===== src/rtl/vb_wb_pkg.sv =====
// Shared types and defaults for the vb_wb Wishbone initiator.
package vb_wb_pkg;

  localparam int WB_AW = 32;
  localparam int WB_DW = 32;
  localparam int WB_TIMEOUT_DEFAULT = 256;

  typedef enum logic [1:0] {
    ST_IDLE = 2'd0,
    ST_BUS  = 2'd1,
    ST_RESP = 2'd2
  } wb_state_e;

  function automatic int sel_width(input int dw);
    return dw / 8;
  endfunction

endpackage


===== src/rtl/vb_wb_timeout.sv =====
// Saturating bus-cycle watchdog for the Wishbone initiator; expired_o flags
// the last BUS cycle allowed without an ack.
module vb_wb_timeout #(
  parameter int TIMEOUT_CYCLES = 256
) (
  input  logic clk_i,
  input  logic rst_ni,
  input  logic clr_i,
  input  logic en_i,
  output logic expired_o
);

  localparam int CW = $clog2(TIMEOUT_CYCLES + 1);

  logic [CW-1:0] cnt_q;
  logic [CW-1:0] cnt_d;

  // Next count: clear has priority, then saturating increment while enabled
  always_comb begin
    cnt_d = cnt_q;
    if (clr_i) begin
      cnt_d = {CW{1'b0}};
    end else if (en_i && (cnt_q != CW'(TIMEOUT_CYCLES))) begin
      cnt_d = cnt_q + CW'(1);
    end else begin
      cnt_d = cnt_q;
    end
  end

  // Counter register
  always_ff @(posedge clk_i or negedge rst_ni) begin
    if (!rst_ni) begin
      cnt_q <= {CW{1'b0}};
    end else begin
      cnt_q <= cnt_d;
    end
  end

  assign expired_o = (cnt_q == CW'(TIMEOUT_CYCLES - 1));

endmodule


===== src/rtl/vb_wb_initiator.sv =====
// Wishbone classic initiator: one command in, one single read/write cycle out,
// one response back. Optional ack timeout enabled by defining VB_WB_TIMEOUT_EN.
module vb_wb_initiator
  import vb_wb_pkg::*;
#(
  parameter int AW             = WB_AW,
  parameter int DW             = WB_DW,
  parameter int TIMEOUT_CYCLES = WB_TIMEOUT_DEFAULT
) (
  input  logic                    wb_clk_i,
  input  logic                    wb_rst_ni,
  input  logic                    cmd_valid,
  output logic                    cmd_ready,
  input  logic                    cmd_we,
  input  logic [sel_width(DW)-1:0] cmd_sel,
  input  logic [AW-1:0]           cmd_addr,
  input  logic [DW-1:0]           cmd_wdata,
  output logic                    rsp_valid,
  input  logic                    rsp_ready,
  output logic [DW-1:0]           rsp_rdata,
  output logic                    rsp_err,
  output logic                    wbm_cyc_o,
  output logic                    wbm_stb_o,
  output logic                    wbm_we_o,
  output logic [sel_width(DW)-1:0] wbm_sel_o,
  output logic [AW-1:0]           wbm_adr_o,
  output logic [DW-1:0]           wbm_dat_o,
  input  logic                    wbm_ack_i,
  input  logic [DW-1:0]           wbm_dat_i
);

  localparam int SW = sel_width(DW);

  wb_state_e      state_q;
  logic           cmd_ready_q;
  logic           rsp_valid_q;
  logic [DW-1:0]  rsp_rdata_q;
  logic           rsp_err_q;
  logic           cyc_q;
  logic           stb_q;
  logic           we_q;
  logic [SW-1:0]  sel_q;
  logic [AW-1:0]  adr_q;
  logic [DW-1:0]  dat_q;
  logic           cmd_fire_s;
  logic           unused_addr_s;

  // cmd_ready_q is only ever high in IDLE, so it alone qualifies the handshake
  assign cmd_fire_s    = cmd_valid && cmd_ready_q;
  assign unused_addr_s = ^cmd_addr[1:0];

`ifdef VB_WB_TIMEOUT_EN
  logic expired_s;
  logic bus_s;

  assign bus_s = (state_q == ST_BUS);

  vb_wb_timeout #(
    .TIMEOUT_CYCLES (TIMEOUT_CYCLES)
  ) u_timeout (
    .clk_i     (wb_clk_i),
    .rst_ni    (wb_rst_ni),
    .clr_i     (cmd_fire_s),
    .en_i      (bus_s),
    .expired_o (expired_s)
  );
`else
  logic [31:0] unused_timeout_s;
  assign unused_timeout_s = 32'(TIMEOUT_CYCLES);
`endif

  // Transfer FSM with registered bus and response outputs
  always_ff @(posedge wb_clk_i or negedge wb_rst_ni) begin
    if (!wb_rst_ni) begin
      state_q     <= ST_IDLE;
      cmd_ready_q <= 1'b0;
      rsp_valid_q <= 1'b0;
      rsp_rdata_q <= {DW{1'b0}};
      rsp_err_q   <= 1'b0;
      cyc_q       <= 1'b0;
      stb_q       <= 1'b0;
      we_q        <= 1'b0;
      sel_q       <= {SW{1'b0}};
      adr_q       <= {AW{1'b0}};
      dat_q       <= {DW{1'b0}};
    end else begin
      case (state_q)
        ST_IDLE: begin
          if (cmd_fire_s) begin
            cmd_ready_q <= 1'b0;
            cyc_q       <= 1'b1;
            stb_q       <= 1'b1;
            we_q        <= cmd_we;
            sel_q       <= cmd_sel;
            adr_q       <= {cmd_addr[AW-1:2], 2'b00};
            dat_q       <= cmd_wdata;
            state_q     <= ST_BUS;
          end else begin
            cmd_ready_q <= 1'b1;
            state_q     <= ST_IDLE;
          end
        end
        ST_BUS: begin
          if (wbm_ack_i) begin
            cyc_q       <= 1'b0;
            stb_q       <= 1'b0;
            rsp_valid_q <= 1'b1;
            rsp_rdata_q <= we_q ? {DW{1'b0}} : wbm_dat_i;
            rsp_err_q   <= 1'b0;
            state_q     <= ST_RESP;
          end
`ifdef VB_WB_TIMEOUT_EN
          else if (expired_s) begin
            cyc_q       <= 1'b0;
            stb_q       <= 1'b0;
            rsp_valid_q <= 1'b1;
            rsp_rdata_q <= {DW{1'b0}};
            rsp_err_q   <= 1'b1;
            state_q     <= ST_RESP;
          end
`endif
          else begin
            state_q <= ST_BUS;
          end
        end
        ST_RESP: begin
          // Going straight to a ready IDLE keeps the transfer rate at one per 3 cycles
          if (rsp_ready) begin
            rsp_valid_q <= 1'b0;
            cmd_ready_q <= 1'b1;
            state_q     <= ST_IDLE;
          end else begin
            state_q <= ST_RESP;
          end
        end
        default: begin
          cyc_q       <= 1'b0;
          stb_q       <= 1'b0;
          rsp_valid_q <= 1'b0;
          cmd_ready_q <= 1'b0;
          state_q     <= ST_IDLE;
        end
      endcase
    end
  end

  assign cmd_ready = cmd_ready_q;
  assign rsp_valid = rsp_valid_q;
  assign rsp_rdata = rsp_rdata_q;
  assign rsp_err   = rsp_err_q;
  assign wbm_cyc_o = cyc_q;
  assign wbm_stb_o = stb_q;
  assign wbm_we_o  = we_q;
  assign wbm_sel_o = sel_q;
  assign wbm_adr_o = adr_q;
  assign wbm_dat_o = dat_q;

endmodule


===== config.mk =====
export PLATFORM = sky130hd
export DESIGN_NAME = vb_wb_initiator
export DESIGN_NICKNAME = d
export VERILOG_FILES = /design/src/rtl/vb_wb_pkg.sv /design/src/rtl/vb_wb_timeout.sv /design/src/rtl/vb_wb_initiator.sv
export SDC_FILE = /design/constraint.sdc
export NUM_CORES = 1
export LEC_CHECK = 0
export CORE_ASPECT_RATIO = 1.25
export CORE_MARGIN = 3
export CORE_UTILIZATION = 36
export CTS_BUF_LIST = sky130_fd_sc_hd__clkbuf_16
export CTS_CLUSTER_DIAMETER = 120
export CTS_CLUSTER_SIZE = 20
export DETAILED_ROUTE_END_ITERATION = 8
export GPL_ROUTABILITY_DRIVEN = 0
export HOLD_SLACK_MARGIN = 0.1
export PLACE_DENSITY = 0.85
export SYNTH_ARGS = -nofsm -noshare
export SYNTH_HDL_FRONTEND = slang
export SYNTH_SLANG_ARGS = --single-unit

===== constraint.sdc =====
create_clock -name wb_clk_i -period 1.4 [get_ports wb_clk_i]
set_input_delay 0.28 -clock wb_clk_i [delete_from_list [all_inputs] [get_ports wb_clk_i]]
set_output_delay 0.28 -clock wb_clk_i [all_outputs]
set_load 0.05 [all_outputs]

# Word-level counts from Yosys, hierarchy flattened

Cells that the tools add are included.

Word-level logic and storage cells: 38
Flip-flop bits (word level): 104
Input port bits: 106

Reductions and logical operators: 7
Bitwise gates (word level): 3
Mux-type cells: 14
Equal/unequal tests: 5

Operators by type and width:

| cell               | number |
|---|---|
| $mux 32            | 1 |
| $pmux 1 s3         | 3 |
| $mux 1             | 7 |
| $ne 2x2->1 const B | 3 |
| $pmux 2 s3         | 1 |
| $reduce_and 2->1   | 3 |
| $reduce_and 3->1   | 2 |
| $mux 2             | 2 |
| $not 1->1          | 3 |
| $eq 2x1->1 const B | 1 |
| $eq 2x2->1 const B | 1 |
| $logic_not 2->1    | 1 |
| $logic_and 1x1->1  | 1 |

# Logic depth before layout (Yosys ltp)

Gate-level depths: netlist of the first run.

Depth in word-level cells: 3
Gate-level depth with buffers: 5
Mapped depth without buffers: 2

# Worst setup path after synthesis of the first run

OpenSTA, ideal clock, no wires.

Kind: register to register
From: reg cmd_ready_q (netlist: cmd_ready)
To: reg dat_q[26] (netlist: wbm_dat_o[26])
Required time: 1275 ps
Setup time: 125 ps
Stages on the path, launching flop included: 6
Path buffers: 3
Data arrival time: 1706 ps
Setup slack: -431 ps
Path through: dfrtp_1 > nor4bb_1 > buf_2 > buf_6 > buf_12 > mux2_4

Cells in the longest elaborated chain, start to end: 2

RTL lines:

| element                    | RTL line              | text |
|---|---|---|
| from (decl)                | vb_wb_initiator.sv:35 | `logic cmd_ready_q;` |
| from (signal assigned)     | vb_wb_initiator.sv:76 | `cmd_ready_q <= 1'b0;` |
| from (signal assigned)     | vb_wb_initiator.sv:90 | `cmd_ready_q <= 1'b0;` |
| from (signal assigned)     | vb_wb_initiator.sv:99 | `cmd_ready_q <= 1'b1;` |
| $logic_and 1x1->1          | vb_wb_initiator.sv:49 | `assign cmd_fire_s = cmd_valid && cmd_ready_q;` |
| $reduce_and 2->1 (no line) | n/a                   |  |
| to (signal assigned)       | vb_wb_initiator.sv:85 | `dat_q <= {DW{1'b0}};` |
| to (signal assigned)       | vb_wb_initiator.sv:96 | `dat_q <= cmd_wdata;` |
| to (decl)                  | vb_wb_initiator.sv:44 | `logic [DW-1:0] dat_q;` |

No other way between the ends.
A chain may end at the register's enable or synchronous reset.

# Final worst setup path of the first run

From: reg state_q[1]
To: reg rsp_rdata_q[24] (netlist: rsp_rdata[24])

Cells in the longest elaborated chain, start to end: 2

RTL lines:

| element                    | RTL line               | text |
|---|---|---|
| from (decl)                | vb_wb_initiator.sv:34  | `wb_state_e state_q;` |
| from (signal assigned)     | vb_wb_initiator.sv:75  | `state_q <= ST_IDLE;` |
| from (signal assigned)     | vb_wb_initiator.sv:97  | `state_q <= ST_BUS;` |
| from (signal assigned)     | vb_wb_initiator.sv:100 | `state_q <= ST_IDLE;` |
| $eq 2x1->1                 | vb_wb_initiator.sv:87  | `case (state_q)` |
| $reduce_and 2->1 (no line) | n/a                    |  |
| to (signal assigned)       | vb_wb_initiator.sv:78  | `rsp_rdata_q <= {DW{1'b0}};` |
| to (signal assigned)       | vb_wb_initiator.sv:108 | `rsp_rdata_q <= we_q ? {DW{1'b0}} : wbm_dat_i;` |
| to (decl)                  | vb_wb_initiator.sv:37  | `logic [DW-1:0] rsp_rdata_q;` |

No other way between the ends.

==> reports/summary.txt, run 1 <==
Status: finished with violations
Failing checks: setup timing
Clock sinks: 104
Max FO, Critical Path: 8
Wire length of the first global-routing pass: 18,800 um
P&R area growth vs syn: 96.9%
Die area: 0.0130 mm2
# Max-Cap Violations: 0
Core Box Area: 0.0112 mm2
Share of layout cells above drive strength 1: 48.7%
TritonCTS buffer count: 9
Library cells used by synthesis: 22
Setup TNS Final: -12.43 ns
Worst setup EP type: register
Final setup vio count: 100
Leak: 3.71 nW
CTS H-tree lvls: 3
DR pass1 iterations: 4
Final worst-path cycle share: 112%
Diode count: 0
RSZ-0062 raised after global routing: yes
Logic pwr share: 66.1%
Residual DRC: 0
Avg Inst Size Synth: 15.5 um2
Pre-CTS WS: -0.616 ns
Sw Ratio: 42.0%
Grt total ovfl: 0
Post-Route Utilization: 73.4%
Fin crit period: 1.57 ns
Average wire per standard cell: 20.4 um
Sequential Power Share: 25.0%
Die Wd: 103 um
Vias in the first global route: 3,484
Peak supply drop: 1.93 mV
HPWL after DPL: 8880 um
Sw power: 10.5 mW
Layout Nets: 602
P_int: 14.5 mW
CTS tree: yes
Root Driver: clkbuf_16
Via count: 3,132
Tot GR Track Use: 19.1%
Die height: 127 um
1st-iter DRT viols: 64
Worst Path Arrival: 1.79 ns
Filler cells: 655
Clock-pin slew on the worst setup and hold paths: 0.07 ns
Final worst-path setup slack: -0.169 ns
Final wirelength: 12,900 um
Initial antenna violation count: 0
Yosys reg bits: 104
Initial Util: 37.3%
Num rows: 43
Synthesis Warnings: 0
Hold Path Class: input port to asynchronous set/reset pin
Max Slew Vio Count: 0
Via density: 4.92
Clock Tree Buf Depth: 2
Critical path class: register to register
Largest net degree at the start of global routing: 41
Clock power share: 8.9%
Seq/Total Area, Yosys: 62.1%
Fin. Hold Viols: 0
Clock skew: 0.00683 ns
Worst setup SP type: register
WHS: 0.415 ns
# IOs: 212
Mapped Cells: 270
Antenna-violating nets left: 0
I/O Buffers: 206
Mapped Area: 0.00419 mm2
Worst EP required: 1.62 ns
Clk_lat worst skew: 0.34 ns
Max Fclk: 637 MHz
Pwr per Cell Area: 3040 mW/mm2
## metal layers
layer,track usage [%],vias to the layer above,share of wire [%],wire length [um]
met3,5.23,35,5.8,750
met4,10.0,0,3.8,498
met5,0,-,0,0
li1,-,1367,-,-
met1,20.4,1595,36,4600
met2,33.5,135,55,7100
## through the flow
| step | area [um2] | total power, mW | cells |
|---|---|---|---|
| 2_1_floorplan | 4210 | 13.2 | 272 |
| 3_3_place_gp | 7470 | 21.0 | 605 |
| 3_5_place_dp | 7470 | 21.4 | 605 |
| 4_1_cts | 7960 | 24.4 | 629 |
| 5_1_grt | 8250 | 25.9 | 636 |
| 6_report | 8250 | 25.1 | 636 |
## cells in the mapped netlist
cell type	n	area share [%]
a21oi_1	2	0.24
a211o_1	1	0.21
and3b_1	1	0.21
nand3b_1	1	0.18
nor4bb_1	1	0.24
conb_1	1	0.089
o2bb2ai_1	1	0.21
nor2_1	2	0.18
inv_1	1	0.089
nand2b_1	1	0.15
a221oi_1	1	0.21
buf_4	11	2.0
clkbuf_1	3	0.27
a21o_1	1	0.18
buf_12	1	0.48
mux2_2	91	24
buf_2	3	0.36
buf_6	1	0.27
mux2_4	8	2.9
dfrtp_1	104	62
nor2b_1	33	4.9
o21bai_1	1	0.18
## critical path: stages, from the launching register on
cell	delay, ns
dfrtp_1	0.42
buf_6	0.14
and3b_2	0.37
clkbuf_16	0.22
mux2_4	0.30
## placed cells by master, fill, tap and decap left out, types with 2 or more instances in the layout
cell type,n
nor2b_1,33
conb_1,3
clkdlybuf4s50_1,102
mux2_2,16
clkinv_1,3
mux2_4,83
dfrtp_1,102
nor2_1,2
inv_1,2
clkinv_2,3
a21oi_1,2
buf_12,110
clkbuf_16,12
buf_6,3
buf_4,11
## path summary, 6_finish.rpt
check                      slack (ns)                     start                         to  cells after the start
min                              0.42                 wb_rst_ni  wbm_adr_o[12]$_DFFE_PN0P_                      2
max in group asynchronous        0.41                 wb_rst_ni  wbm_dat_o[31]$_DFFE_PN0P_                      3
min reg2reg                      0.58  rsp_rdata[3]$_DFFE_PN0P_   rsp_rdata[3]$_DFFE_PN0P_                      1
max                             -0.17      state_q[1]$_DFF_PN0_  rsp_rdata[24]$_DFFE_PN0P_                      4
max reg2reg                     -0.17      state_q[1]$_DFF_PN0_  rsp_rdata[24]$_DFFE_PN0P_                      4
min in group wb_clk_i            0.55              cmd_addr[18]  wbm_adr_o[18]$_DFFE_PN0P_                      2
## power by group through the flow
stage          registers (mW)  logic [mW]  clock network (mW)
2_1_floorplan            10.6        2.66                   0
3_3_place_gp             6.26        14.8                   0
3_5_place_dp             6.38        15.0                   0
4_1_cts                  6.24        15.9                2.28
5_1_grt                  6.46        17.1                2.40
6_report                 6.27        16.6                2.22
## cell families (layout without fill, tap and decap cells)
family / Yosys count / count (layout) / share of synthesized area, %
mux: 99 / 99 / 27.3
compound gates: 7 / 7 / 1.22
flops: 104 / 104 / 62.1
buf+inv: 20 / 249 / 3.43
other cells: 1 / 3 / 0.0894
simple gates: 39 / 39 / 5.88
## state kept, by name, summed over array words and instances, names as in the netlist
name and cells:
rsp_rdata 32, wbm_adr_o 30, wbm_sel_o 4, cmd_ready 1, wbm_dat_o 32, rsp_valid 1
wbm_stb_o 1, state_q 2, wbm_we_o 1
## final cells by class
cell class	instances	area (um2)	area share (%)
Timing Repair Buffer	232	3470	42.0
Clock buffer	9	225	2.73
Multi-Input combinational cell	148	1750	21.2
Tap cell	135	169	2.05
Sequential cell	104	2610	31.6
Inverter	1	3.75	0.0455
Clock inverter	7	30.0	0.364
## repair_timing
| item | in CTS | in global routing |
|---|---|---|
| pin swaps | 1 | 1 |
| endpoints found under the setup margin | 100 | 99 |
| gates cloned | 2 | 4 |
| gates resized for setup | 41 | 48 |
| buffers inserted | 5 | 3 |
| hold buffers | 1 | 0 |
| hold endpoints to repair | 27 | 0 |
(Power assumes the default switching activity.)
==> run 2: changes to the inputs <==
==> constraint.sdc (replaced) <==
create_clock -name wb_clk_i -period 1.4 [get_ports wb_clk_i]
set_input_delay 0.14 -clock wb_clk_i [delete_from_list [all_inputs] [get_ports wb_clk_i]]
set_output_delay 0.14 -clock wb_clk_i [all_outputs]
set_load 0.05 [all_outputs]
==> run 2 against run 1 <==
  * The run still ends with setup timing left
  * Clock skew up 0.0042 ns
  * Maximum frequency up 0.11%
  * Die area unchanged
  * Setup slack better by 0.0018 ns
  * Non-clock buffer count down 7
==> reports/summary.txt, run 2 (synthesis results as in run 1) <==
Clk_lat worst skew: 0.34 ns (about the same)
Final wirelength: 11,300 um (was 12,900 um)
Initial Util: 37.3% (unchanged)
Worst Path Arrival: 1.79 ns (about the same)
Worst setup SP type: register (unchanged)
Fin crit period: 1.57 ns (about the same)
Final worst-path cycle share: 112% (about the same)
1st-iter DRT viols: 51 (was 64)
Worst EP required: 1.62 ns (about the same)
Post-Route Utilization: 61.4% (was 73.4%)
Crit path to: wbm_adr_o[13]$_DFFE_PN0P_ (was rsp_rdata[24]$_DFFE_PN0P_)
Max Slew Vio Count: 0 (unchanged)
Multi-input gate area: 0.00163 mm2 (was 0.00175 mm2)
I/O Buffers: 206 (unchanged)
Grt total ovfl: 0 (unchanged)
Clock skew: 0.0110 ns (was 0.00683 ns)
Filler cells: 886 (was 655)
# IOs: 212 (unchanged)
Final setup vio count: 99 (was 100)
Core Box Area: 0.0112 mm2 (unchanged)
Antenna-violating nets left: 0 (unchanged)
Clock sinks: 104 (unchanged)
Wire length of the first global-routing pass: 17,000 um (was 18,800 um)
Average wire per standard cell: 18.0 um (was 20.4 um)
Worst setup EP type: register (unchanged)
Num rows: 43 (unchanged)
RSZ-0062 raised after global routing: yes (unchanged)
CTS tree: yes (unchanged)
CTS H-tree lvls: 3 (unchanged)
HPWL after DPL: 7850 um (was 8880 um)
P&R area growth vs syn: 64.7% (was 96.9%)
Reg2reg setup slack: -0.17 ns (about the same)
TritonCTS buffer count: 9 (unchanged)
Die area: 0.0130 mm2 (unchanged)
Hold Path Class: input port to asynchronous set/reset pin (unchanged)
R2r worst-path depth: 4 (unchanged)
# Max-Cap Violations: 0 (unchanged)
Vias in the first global route: 3,308 (was 3,484)
Diode count: 0 (unchanged)
Status: finished with violations (unchanged)
DR pass1 iterations: 4 (unchanged)
Die Wd: 103 um (unchanged)
Critical path launch point: state_q[1]$_DFF_PN0_ (unchanged)
Final worst-path setup slack: -0.167 ns (was -0.169 ns)
Initial antenna violation count: 0 (unchanged)
Failing checks: setup timing (unchanged)
Via count: 2,968 (was 3,132)
Most frequent cells in the layout: clkdlybuf4s50_1, dfrtp_1, buf_4 (was buf_12, clkdlybuf4s50_1, dfrtp_1)
Layout Nets: 595 (was 602)
Root Driver: clkbuf_16 (unchanged)
Clock-pin slew on the worst setup and hold paths: 0.07 ns (about the same)
Max Fclk: 638 MHz (was 637 MHz)
FF/Latch Area: 0.00261 mm2 (unchanged)
Clock Tree Buf Depth: 2 (unchanged)
Via density: 4.73 (was 4.92)
Tot GR Track Use: 16.9% (was 19.1%)
Share of layout cells above drive strength 1: 48.3% (was 48.7%)
Largest net degree at the start of global routing: 57 (was 41)
RR Endpoint: wbm_adr_o[13]$_DFFE_PN0P_ (was rsp_rdata[24]$_DFFE_PN0P_)
Die height: 127 um (unchanged)
Residual DRC: 0 (unchanged)
Critical path class: register to register (unchanged)
FF-to-FF Start: state_q[1]$_DFF_PN0_ (unchanged)
Fin. Hold Viols: 0 (unchanged)
Max FO, Critical Path: 9 (was 8)
==> run 2: critical path: stages (launching register included) <==
cell	delay (ns)
dfrtp_1	0.41
nor4bb_4	0.32
buf_6	0.22
buf_12	0.15
mux2_2	0.35
==> run 2: what timing repair did <==
item	4_1_cts	5_1_grt
gates cloned	2	3
gates resized for setup	36	19
hold buffers	1	0
endpoints found under the hold margin	104	0
endpoints found under the setup margin	100	99
buffers inserted	3	0
pin swaps	1	1
==> run 2: how the worst min path moves through the flow <==
stage          startpoint                         to  slack, ns  cells after the start
2_1_floorplan   wb_rst_ni      cmd_ready$_DFFE_PN0P_      -0.16                      0
3_3_place_gp    wb_rst_ni   wbm_adr_o[8]$_DFFE_PN0P_       0.15                      2
3_5_place_dp    wb_rst_ni   wbm_adr_o[8]$_DFFE_PN0P_       0.16                      2
4_1_cts         wb_rst_ni  wbm_adr_o[20]$_DFFE_PN0P_       0.36                      3
5_1_grt         wb_rst_ni  wbm_adr_o[13]$_DFFE_PN0P_       0.37                      3
6_report        wb_rst_ni  wbm_adr_o[13]$_DFFE_PN0P_       0.35                      3
==> run 2: cell type report <==
cell class / count / area share (%)
Sequential cell: 104 / 37.8
Timing Repair Buffer: 225 / 32.4
Multi-Input combinational cell: 148 / 23.6
Clock buffer: 9 / 3.26
Tap cell: 135 / 2.45
Clock inverter: 6 / 0.525
Inverter: 1 / 0.0544
==> run 2: per-stage QoR <==
step / cell area [um2] / hold slack, ns / worst slack [ns] / cells / TNS (ns)
5_1_grt: 6910 / 0.368 / -0.239 / 628 / -19.99
3_3_place_gp: 6300 / 0.151 / -0.461 / 604 / -34.00
2_1_floorplan: 4210 / -0.156 / -0.214 / 272 / -9.93
3_5_place_dp: 6300 / 0.164 / -0.520 / 604 / -37.07
4_1_cts: 6770 / 0.365 / -0.190 / 625 / -14.22
6_report: 6910 / 0.351 / -0.167 / 628 / -13.09
==> run 2: layer usage <==
| layer | wire [um] | track usage (%) | vias up |
|---|---|---|---|
| met5 | 0 | 0 | - |
| met4 | 255 | 7.72 | 0 |
| met3 | 616 | 3.47 | 18 |
| met2 | 6320 | 30.7 | 115 |
| met1 | 4090 | 18.5 | 1484 |
| li1 | - | - | 1351 |
Power of run 2 is not shown: default switching activity piles up to over one toggle a cycle in this logic, so the estimate is an artifact.
==> run 3: changes to the inputs <==
--- a/config.mk
+++ b/config.mk
@@ -5,9 +5,11 @@
 export SDC_FILE = /design/constraint.sdc
 export NUM_CORES = 1
 export LEC_CHECK = 0
+export CELL_PAD_IN_SITES_DETAIL_PLACEMENT = 0
+export CELL_PAD_IN_SITES_GLOBAL_PLACEMENT = 1
 export CORE_ASPECT_RATIO = 1.25
 export CORE_MARGIN = 3
-export CORE_UTILIZATION = 36
+export CORE_UTILIZATION = 28
 export CTS_BUF_LIST = sky130_fd_sc_hd__clkbuf_16
 export CTS_CLUSTER_DIAMETER = 120
 export CTS_CLUSTER_SIZE = 20
==> run 3 against run 2 <==
  * The flow still finishes with violations (setup timing)
  * Wire length increased by 8.4%
  * Via count increased by 3.6%
  * Design area increased by 5.5%
  * Sequential cell count unchanged
  * Highest routed layer unchanged
==> reports/summary.txt, run 3 (synthesis results as in run 1) <==
Clock power share: 12.0%
Grt total ovfl: 0 (unchanged)
Fin. Hold Viols: 0 (unchanged)
Clock Tree Buf Depth: 2 (unchanged)
Worst setup EP type: register (unchanged)
Most common cell after layout, fill and taps aside: buf_4
P_int: 11.5 mW
DR pass1 iterations: 4 (unchanged)
Setup TNS Final: -15.26 ns (was -13.09 ns)
Max Slew Vio Count: 0 (unchanged)
Post-Route Utilization: 50.1% (was 61.4%)
Vias in the first global route: 3,452 (was 3,308)
Worst EP required: 1.62 ns (about the same)
Die Wd: 115 um (was 103 um)
Core Box Area: 0.0145 mm2 (was 0.0112 mm2)
Hold Path Class: input port to asynchronous set/reset pin (unchanged)
Worst Path Arrival: 1.84 ns (was 1.79 ns)
Most frequent cells in the layout: buf_4, clkdlybuf4s50_1, dfrtp_1 (was clkdlybuf4s50_1, dfrtp_1, buf_4)
Antenna-violating nets left: 0 (unchanged)
RSZ-0062 raised after global routing: yes (unchanged)
Failing checks: setup timing (unchanged)
Diode count: 0 (unchanged)
Buf/Inv on CP: 3 (was 2)
Crit path largest cell delay: 0.42 ns (was 0.41 ns)
Crit path max-delay family: buffers and inverters (was flip-flops)
Logic pwr share: 61.9%
Largest net degree at the start of global routing: 62 (was 57)
Wire length of the first global-routing pass: 18,200 um (was 17,000 um)
Sw power: 9.81 mW
Max Fclk: 619 MHz (was 638 MHz)
Via count: 3,074 (was 2,968)
Pre-CTS WS: -0.496 ns (was -0.520 ns)
Critical path class: register to register (unchanged)
Crit path cell chain: nor4bb_4 -> buf_6 -> buf_8 -> clkbuf_16 -> mux2_4 (was nor4bb_4 -> buf_6 -> buf_12 -> mux2_2)
Share of layout cells above drive strength 1: 50.7% (was 48.3%)
Fin crit period: 1.62 ns (was 1.57 ns)
Sequential Power Share: 26.1%
P&R area growth vs syn: 73.7% (was 64.7%)
# IOs: 212 (unchanged)
Residual DRC: 0 (unchanged)
Num rows: 49 (was 43)
Max FO, Critical Path: 6 (was 9)
Final worst-path setup slack: -0.216 ns (was -0.167 ns)
Via density: 4.46 (was 4.73)
Sw Ratio: 46.1%
I/O Buffers: 206 (unchanged)
HPWL after DPL: 8040 um (was 7850 um)
Average wire per standard cell: 17.7 um (was 18.0 um)
Worst setup SP type: register (unchanged)
Peak supply drop: 1.73 mV
CTS H-tree lvls: 3 (unchanged)
Root Driver: clkbuf_16 (unchanged)
Die height: 143 um (was 127 um)
Tot GR Track Use: 14.1% (was 16.9%)
Status: finished with violations (unchanged)
Slowest CP cell: dfrtp_1 (unchanged)
Pwr per Cell Area: 2920 mW/mm2
# Max-Cap Violations: 0 (unchanged)
Leak: 3.36 nW
Layout Nets: 612 (was 595)
CTS tree: yes (unchanged)
Final wirelength: 12,200 um (was 11,300 um)
Die area: 0.0165 mm2 (was 0.0130 mm2)
Final setup vio count: 101 (was 99)
Initial antenna violation count: 0 (unchanged)
Clock skew: 0.0117 ns (was 0.0110 ns)
1st-iter DRT viols: 74 (was 51)
Final worst-path cycle share: 115% (was 112%)
Clk_lat worst skew: 0.34 ns (about the same)
Clock sinks: 104 (unchanged)
Initial Util: 28.9% (was 37.3%)
Clock-pin slew on the worst setup and hold paths: 0.07 ns (about the same)
TritonCTS buffer count: 9 (unchanged)
==> run 3: cell types whose count changed in the layout (fill, tap and decap cells not counted), moves of 2 or more <==
cell	previous run	this run
buf_16	2	5
buf_4	98	107
buf_6	3	8
clkinv_1	2	0
clkinv_4	0	2
mux2_2	49	30
mux2_4	50	69
==> run 3: routing by layer <==
layer / wire [um] / GRT usage, % / vias to the layer above / part of all wire (%)
met1: 4680 / 16.3 / 1530 / 38
met4: 202 / 3.65 / 0 / 1.7
li1: - / - / 1394 / -
met2: 6380 / 24.7 / 136 / 52
met5: 0 / 0 / - / 0
met3: 962 / 5.13 / 14 / 7.9
==> run 3: worst reg2reg max path, cell delays in order (launching register included) <==
cell	delay [ns]
dfrtp_1	0.42
nor4bb_4	0.34
buf_6	0.17
buf_8	0.12
clkbuf_16	0.16
mux2_4	0.30
==> run 3: final timing paths <==
| kind | slack (ns) | end | cells after the start | start |
|---|---|---|---|---|
| worst max-delay path | -0.22 | wbm_adr_o[25]$_DFFE_PN0P_ | 5 | state_q[1]$_DFF_PN0_ |
| worst min-delay path | 0.34 | rsp_rdata[5]$_DFFE_PN0P_ | 3 | wb_rst_ni |
| worst max register to register | -0.22 | wbm_adr_o[25]$_DFFE_PN0P_ | 5 | state_q[1]$_DFF_PN0_ |
| worst min register to register | 0.51 | rsp_rdata[15]$_DFFE_PN0P_ | 1 | rsp_rdata[15]$_DFFE_PN0P_ |
| max in group asynchronous | 0.75 | wbm_dat_o[6]$_DFFE_PN0P_ | 3 | wb_rst_ni |
| min in group wb_clk_i | 0.40 | wbm_dat_o[27]$_DFFE_PN0P_ | 2 | cmd_wdata[27] |
==> run 3: layout make-up <==
type	instances	area, um2
clock inverter	7	77.6
fill	1241	7250
clock buffer	9	225
sequential	104	2610
timing repair buffer	242	2440
tap	178	223
inverter	1	3.75
multi-input combinational	148	1710
==> run 3: metrics by stage <==
step | instance area, um2 | hold WS (ns) | instances | power, mW
6_report | 7280 | 0.338 | 689 | 21.3
5_1_grt | 7280 | 0.348 | 689 | 22.3
4_1_cts | 7120 | 0.331 | 682 | 21.0
3_5_place_dp | 6340 | 0.154 | 651 | 17.2
3_3_place_gp | 6340 | 0.143 | 651 | 16.9
2_1_floorplan | 4210 | -0.156 | 272 | 13.2
==> run 3: power by group through the flow <==
stage          clock network, mW  registers, mW  logic, mW
6_report                    2.56           5.55       13.2
5_1_grt                     2.79           5.78       13.7
4_1_cts                     2.65           5.60       12.8
3_5_place_dp                   0           5.59       11.6
3_3_place_gp                   0           5.54       11.4
2_1_floorplan                  0           10.6       2.66
==> run 3: what timing repair did <==
item / 4_1_cts / 5_1_grt
resized for setup: 66 / 21
gates cloned: 6 / 2
hold endpoints to repair: 104 / 0
endpoints found under the setup margin: 102 / 103
setup buffers: 8 / 6
pin swaps: 1 / 1
hold buffers: 1 / 0
